`src/rtl/mem_stage_dmem.sv`:
```
// MEM pipeline stage: data memory with a fixed multi-cycle access latency.
// Freezes upstream stages during an access and bubbles the MEM/WB controls.
module mem_stage_dmem #(
    parameter int          DEPTH     = 64,
    parameter int          LAT       = 2,
    parameter logic [31:0] BASE_ADDR = 32'd1024
) (
    input  logic        clk,
    input  logic        rst,
    input  logic        WB_EN_EXE,
    input  logic        MEM_R_EN_EXE,
    input  logic        MEM_W_EN_EXE,
    input  logic [4:0]  DST_EXE,
    input  logic [31:0] ALU_result_EXE,
    input  logic [31:0] Val_Rm_EXE,
    output logic        WB_EN_MEM,
    output logic        MEM_R_EN_MEM,
    output logic [4:0]  DST_MEM,
    output logic [31:0] ALU_result_MEM,
    output logic [31:0] Mem_data_out,
    output logic        freeze,
    output logic        addr_err
);

    localparam int          AW      = (DEPTH > 1) ? $clog2(DEPTH) : 1;
    localparam logic [29:0] DEPTH_W = 30'(DEPTH);
    localparam logic [3:0]  LAT_M1  = 4'(LAT - 1);

    typedef enum logic [1:0] {IDLE, WAIT, DONE} state_t;

    state_t      state, state_nxt;
    logic [3:0]  cnt, cnt_nxt;
    logic        access;
    logic        req;
    logic [31:0] offset;
    logic [29:0] word;
    logic        in_range;
    logic [AW-1:0] idx;
    logic        unused_bits;

    logic [31:0] mem [DEPTH];

    assign req      = MEM_R_EN_EXE | MEM_W_EN_EXE;
    // Unsigned wrap makes addresses below BASE_ADDR land far out of range.
    assign offset   = ALU_result_EXE - BASE_ADDR;
    assign word     = offset[31:2];
    assign in_range = (word < DEPTH_W);
    assign idx      = word[AW-1:0];
    assign unused_bits = ^{offset[1:0], word};

    always_comb begin
        state_nxt = state;
        cnt_nxt   = cnt;
        access    = 1'b0;
        case (state)
            IDLE: begin
                if (req) begin
                    cnt_nxt   = LAT_M1;
                    state_nxt = WAIT;
                end
            end
            WAIT: begin
                if (cnt != 4'd0) begin
                    cnt_nxt = cnt - 4'd1;
                end else begin
                    access    = 1'b1;
                    state_nxt = DONE;
                end
            end
            DONE:    state_nxt = IDLE;
            default: state_nxt = IDLE;
        endcase
    end

    always_ff @(posedge clk) begin
        if (!rst) begin
            state        <= IDLE;
            cnt          <= 4'd0;
            Mem_data_out <= 32'd0;
            addr_err     <= 1'b0;
        end else begin
            state <= state_nxt;
            cnt   <= cnt_nxt;
            if (access) begin
                if (!in_range)
                    addr_err <= 1'b1;
                // A combined read/write is treated as a store: load data holds.
                if (MEM_R_EN_EXE && !MEM_W_EN_EXE)
                    Mem_data_out <= in_range ? mem[idx] : 32'd0;
            end
        end
    end

    // Array is intentionally not reset; rst gating aborts a pending store.
    always_ff @(posedge clk) begin
        if (rst && access && MEM_W_EN_EXE && in_range)
            mem[idx] <= Val_Rm_EXE;
    end

    assign freeze         = rst & req & (state != DONE);
    assign WB_EN_MEM      = rst & ~freeze & WB_EN_EXE;
    assign MEM_R_EN_MEM   = rst & ~freeze & MEM_R_EN_EXE;
    assign DST_MEM        = rst ? DST_EXE : 5'd0;
    assign ALU_result_MEM = rst ? ALU_result_EXE : 32'd0;

endmodule

```
`config.mk`:
```
export PLATFORM = sky130hd
export DESIGN_NAME = mem_stage_dmem
export DESIGN_NICKNAME = d
export VERILOG_FILES = /design/src/rtl/mem_stage_dmem.sv
export SDC_FILE = /design/constraint.sdc
export NUM_CORES = 2
export LEC_CHECK = 0
export ABC_AREA = 1
export CAP_MARGIN = 25
export CORE_MARGIN = 10
export CORE_UTILIZATION = 52
export DETAILED_ROUTE_END_ITERATION = 12
export GPL_ROUTABILITY_DRIVEN = 0
export PLACE_DENSITY = 0.68
export SYNTH_ARGS = -nofsm -noshare
export SYNTH_HDL_FRONTEND = slang
export SYNTH_SLANG_ARGS = --single-unit
```
`constraint.sdc`:
```
create_clock -name clk -period 4.2 [get_ports clk]
set_input_delay 0.63 -clock clk [delete_from_list [all_inputs] [get_ports clk]]
set_output_delay 0.63 -clock clk [all_outputs]
set_load 0.03 [all_outputs]
```
==> After elaboration in Yosys (flattened, before gate mapping) <==
Memories as Yosys holds them, arrays and structs flattened.
Index checks and enable logic that the tools add are counted.
{ "op_classes": {"n_lt_le_gt_ge": 1, "multipliers": 0, "div": 0, "shift": 0, "bitwise_logic": 8, "eq_ne": 5, "n_reduce_logical": 12, "addsub": 2, "n_mux": 13} }
{ "op_table": {"columns": ["cell", "n"], "rows": [
  ["$mux 32", 2],
  ["$sub 32x11->32 const B", 1],
  ["$lt 30x7->1 const B", 1],
  ["$mux 4", 2],
  ["$ne 2x2->1 const B", 4],
  ["$pmux 4 s2", 1],
  ["$reduce_and 2->1", 3],
  ["$and 1x1->1", 5],
  ["$mux 5", 1],
  ["$logic_and 1x1->1", 4],
  ["$mux 1", 4],
  ["$mux 2", 2],
  ["$pmux 2 s2", 1],
  ["$reduce_bool 4->1", 1],
  ["$sub 4x1->4 const B", 1],
  ["$reduce_and 3->1", 1],
  ["$eq 2x1->1 const B", 1],
  ["$logic_not 2->1", 1],
  ["$not 1->1", 2],
  ["$reduce_bool 2->1", 1],
  ["$logic_not 1->1", 1],
  ["$or 1x1->1", 1]
]} }
{ "totals": {"n_memories": 1, "mem_bits_rw": 2048, "output_inout_bits": 73, "latch_bits": 0, "romBits": 0, "regBits": 39, "elab_cells": 46, "input_bits": 74} }
{ "mem_list": {"columns": ["memory", "depth", "width", "rd", "rd_ports_with_merged_regs", "wr", "line", "rtl"], "rows": [
  ["mem", 64, 32, 1, 0, 1, "41", "logic [31:0] mem [DEPTH];"]
]} }

==> Depth between registers and ports, before layout <==
{ "logic_depth": {"ltp_word": 8, "ltp_mapped": 16, "depth_no_buf": 14} }

==> Least setup slack after synthesis <==
Ideal clock, no wire load.
{ "synth_path": {"path_kind": "input to register", "from": "input port ALU_result_EXE[18]", "to": "memory mem[0][0], enable pin", "stages": 10, "path_slack_ns": 0.570, "n_path_buf": 1, "setup_ns": 0.421, "arrival_ns": 3.209, "path_cell_list": "nor2_1 > nand2_1 > nor2_1 > nand3_1 > a21oi_1 > nand4_1 > nor2_4 > buf_8 > nand3_4 > nor2_1"} }
{ "synth_between": {"elab_chain_cells": 5} }
{ "synth_rtl": {"columns": ["item", "line", "rtl"], "rows": [
  ["start, declared", "14", "input logic [31:0] ALU_result_EXE,"],
  ["$sub 32x11->32", "45", "assign offset = ALU_result_EXE - BASE_ADDR;"],
  ["$lt 30x7->1", "47", "assign in_range = (word < DEPTH_W);"],
  ["$logic_and 1x1->1", "96", "if (rst && access && MEM_W_EN_EXE && in_range)"],
  ["$mux 1", "96", null],
  ["$mux 1 (not written as such)", "97", "mem[idx] <= Val_Rm_EXE;"],
  ["end, declared", "41", null]
]} }
Every way passes these cells.

==> Final worst setup path <==
{ "layout_path": {"from": "input port ALU_result_EXE[2]", "to": "output port ALU_result_MEM[2]"} }
{ "layout_between": {"elab_chain_cells": 1} }
{ "layout_rtl": {"columns": ["item", "line", "rtl"], "rows": [
  ["$mux 32", "104", "assign ALU_result_MEM = rst ? ALU_result_EXE : 32'd0;"],
  ["end, declared", "19", "output logic [31:0] ALU_result_MEM,"]
]} }
Every way passes these cells.

==> results.toml <==
[worst_setup_path]
required_ps = 3570
crit_buf_inv = 4
worst_path_dominant_cell_family = "buffers and inverters"
crit_path_end_kind = "primary output"
path_class = "primary input to primary output"
cp_slowest_cell = "clkdlybuf4s50_1"
path_cells = "buf_8, buf_12, nand2_1, inv_1, clkdlybuf4s50_1"
path_max_fanout = 123
max_stage_delay_ps = 690
critPathArrivalTime_ps = 2640
cp-start-kind = "primary input"

[detailed_routing]
dr.pass1.iters = 7
drc = 0
ant_nets = 0
routed_wl_um = 248000
wl_per_cell_um = 23.5
drtIter0Drc = 9087
num_vias = 59217
viasPerCell = 5.62

[global_route]
met2_usage = 0.393
grt_pass1_wl_um = 364000
top_usage_layer = "met2"
grt.total_usage = 0.267
grt.met1_usage = 0.390
grt_max_degree = 147
grt_overflow = 0
met3_usage = 0.0574
grt_pass1_vias = 55996
grt_antenna_before_repair = 8

[logic_synthesis]
synth_cells = 7989
synth-compound-area-share = 0.0204
synth-xor-area-share = 0
yosys_warnings = 0
yosysSeqAreaShare = 0.721
synthTopCellsByArea = "edfxtp_1 (71%), nand2_1 (13%), nand3_1 (3.3%)"
synth_top_cell_by_area = "edfxtp_1"
synth_top_family_by_area = "simple AND/OR/NAND/NOR gates"
synthSimpleGateAreaFrac = 0.211
syn_nets = 8065
synthAdderAreaFrac = 0.000290
ys_ff_latch = 2087
ys_types = 31
syn-cell-area_sq_um = 86400
syn_area_per_cell_sq_um = 10.8
synthMuxAreaShare = 0
synth_top_area_frac = 0.712

[die]
core-area_sq_um = 165000
die_h_um = 428
rows = 149
die_area_sq_um = 183000
die_x_um = 428
ioPinCount = 147
initial_core_util = 0.523

[cts]
clockBufferDepth = 3
postCtsSetupRepairBufs = 0
cts_sinks = 2087
cts_hold_buf = 0
numCtsBuffers = 203
cts-htree-levels = 4
cts.reportedPaths.clkPinSlew_ps = 60
cts_root_buf = "clkbuf_16"
cts-resized-gates = 0
cts_tree = "done"
clk-insertion-delay-late_ps = 830

[min_path]
hp-class = "primary input to register"

[pwr]
ir_drop_v = 0.000415
switching_share = 0.226
switchingPower_mw = 9.93
internal-power_mw = 34.0
pwr-share-comb = 0.063
seqPwrFrac = 0.521
total_power_mw = 43.9
power.leakage_nw = 38.4
p_clk_frac = 0.416
power.density_nw_per_um2 = 443

[sta]
hold_slack_ps = 137
rsz0062_at_grt = "false"
fin_setup_tns_ps = 0
post-route-period-util = 0.779
tightest_slew_ps = 1130
finalSetupViolCount = 0
fin_worst_skew_ps = 25.2
hold_viol = 0
maxSlewHeadroom = 0.246
clock.fmax_mhz = 306
min_period_ps = 3270
slew_viol_final = 0

[final_layout]
diodes = 0
final_common_cell = "nand2_1"
layout-area-overhead-vs-synth_pct = 14.5
most-common-layout-cells = "nand2_1 (3099), edfxtp_1 (2048), nor2_1 (630)"
final_cells = 10545
layout.nets = 8264
drive_above_1_share = 0.0815

[flow_run]
maxCapViolations = 0

[place]
dp_cells = 10171
io_buffer_count = 146
hpwlAfterDp_um = 153000

[outcome]
status = "complete, no violations"
==> synthesized netlist by cell type (all sizes together) <==
cell    instances
o21a            1
ha              2
nand3         581
or2             7
nand2        3100
nor2          704
clkinv          2
o211ai          2
inv           612
and2            1
nand4         120
o31ai           2
buf           264
clkbuf        145
nor3           13
o21ai         270
o21bai          1
nand3b          2
edfxtp       2048
a21oi          73
dfxtp          39
==> layout make-up <==
class	count	area, sq um
clock buffers	251	5350
clock inverters	122	1300
fillers	13074	66200
inverters	614	2320
multi-input cells	4879	20500
flip-flops and latches	2087	62300
well taps	2189	2740
repair buffers	403	4460
==> power groups by stage <==
stage / registers (mW) / logic (mW) / clock network, mW
after global routing: 22.9 / 2.93 / 19.2
after floorplan: 23.3 / 1.28 / 0
final: 22.9 / 2.75 / 18.3
after CTS: 22.9 / 2.69 / 18.4
after global placement: 23.3 / 2.65 / 0
after detailed placement: 23.3 / 2.68 / 0
==> metrics by stage <==
stage	instance area (sq um)	setup slack (ps)	util
finish	99000	930	0.599
CTS	99000	988	0.599
detailed placement	92300	447	0.559
global placement	92300	347	0.559
floorplan	86400	570	-
global route	99000	879	0.599
==> final timing paths <==
path	start	endpoint	slack (ps)	cells past startpoint
worst max-delay path	ALU_result_EXE[2]	ALU_result_MEM[2]	930	5
worst min-delay path	Val_Rm_EXE[8]	mem[30][8]$_DFFE_PP_	140	1
worst max register to register	cnt[0]$_SDFFE_PN0P_	mem[62][18]$_DFFE_PP_	1140	10
worst min register to register	Mem_data_out[21]$_SDFFE_PN0P_	Mem_data_out[21]$_SDFFE_PN0P_	460	2
==> flip-flops by register name (all words and copies together) (netlist names) <==
| register | cells |
|---|---|
| Mem_data_out | 32 |
| addr_err | 1 |
| cnt | 4 |
| mem | 2048 |
| state | 2 |
==> worst register-to-register path, delay by kind of cell, from the launching register on <==
kind,cells,cell delay [ps]
flops,1,310
buf+inv,3,640
fa+ha+maj,1,160
simple gates,6,1620
==> kinds of logic after synthesis <==
kind of cell	Yosys count
simple gates	4528
flops	2087
fa+ha+maj	2
buf+inv	1023
compound gates	349
==> per-layer routing <==
metal  routed length [um]  vias up
met2               109000     3451
li1                     -    26878
met4                10100        2
met1                98800    28415
met3                30300      471
met5                   13        -
(Power assumes the default switching activity.)
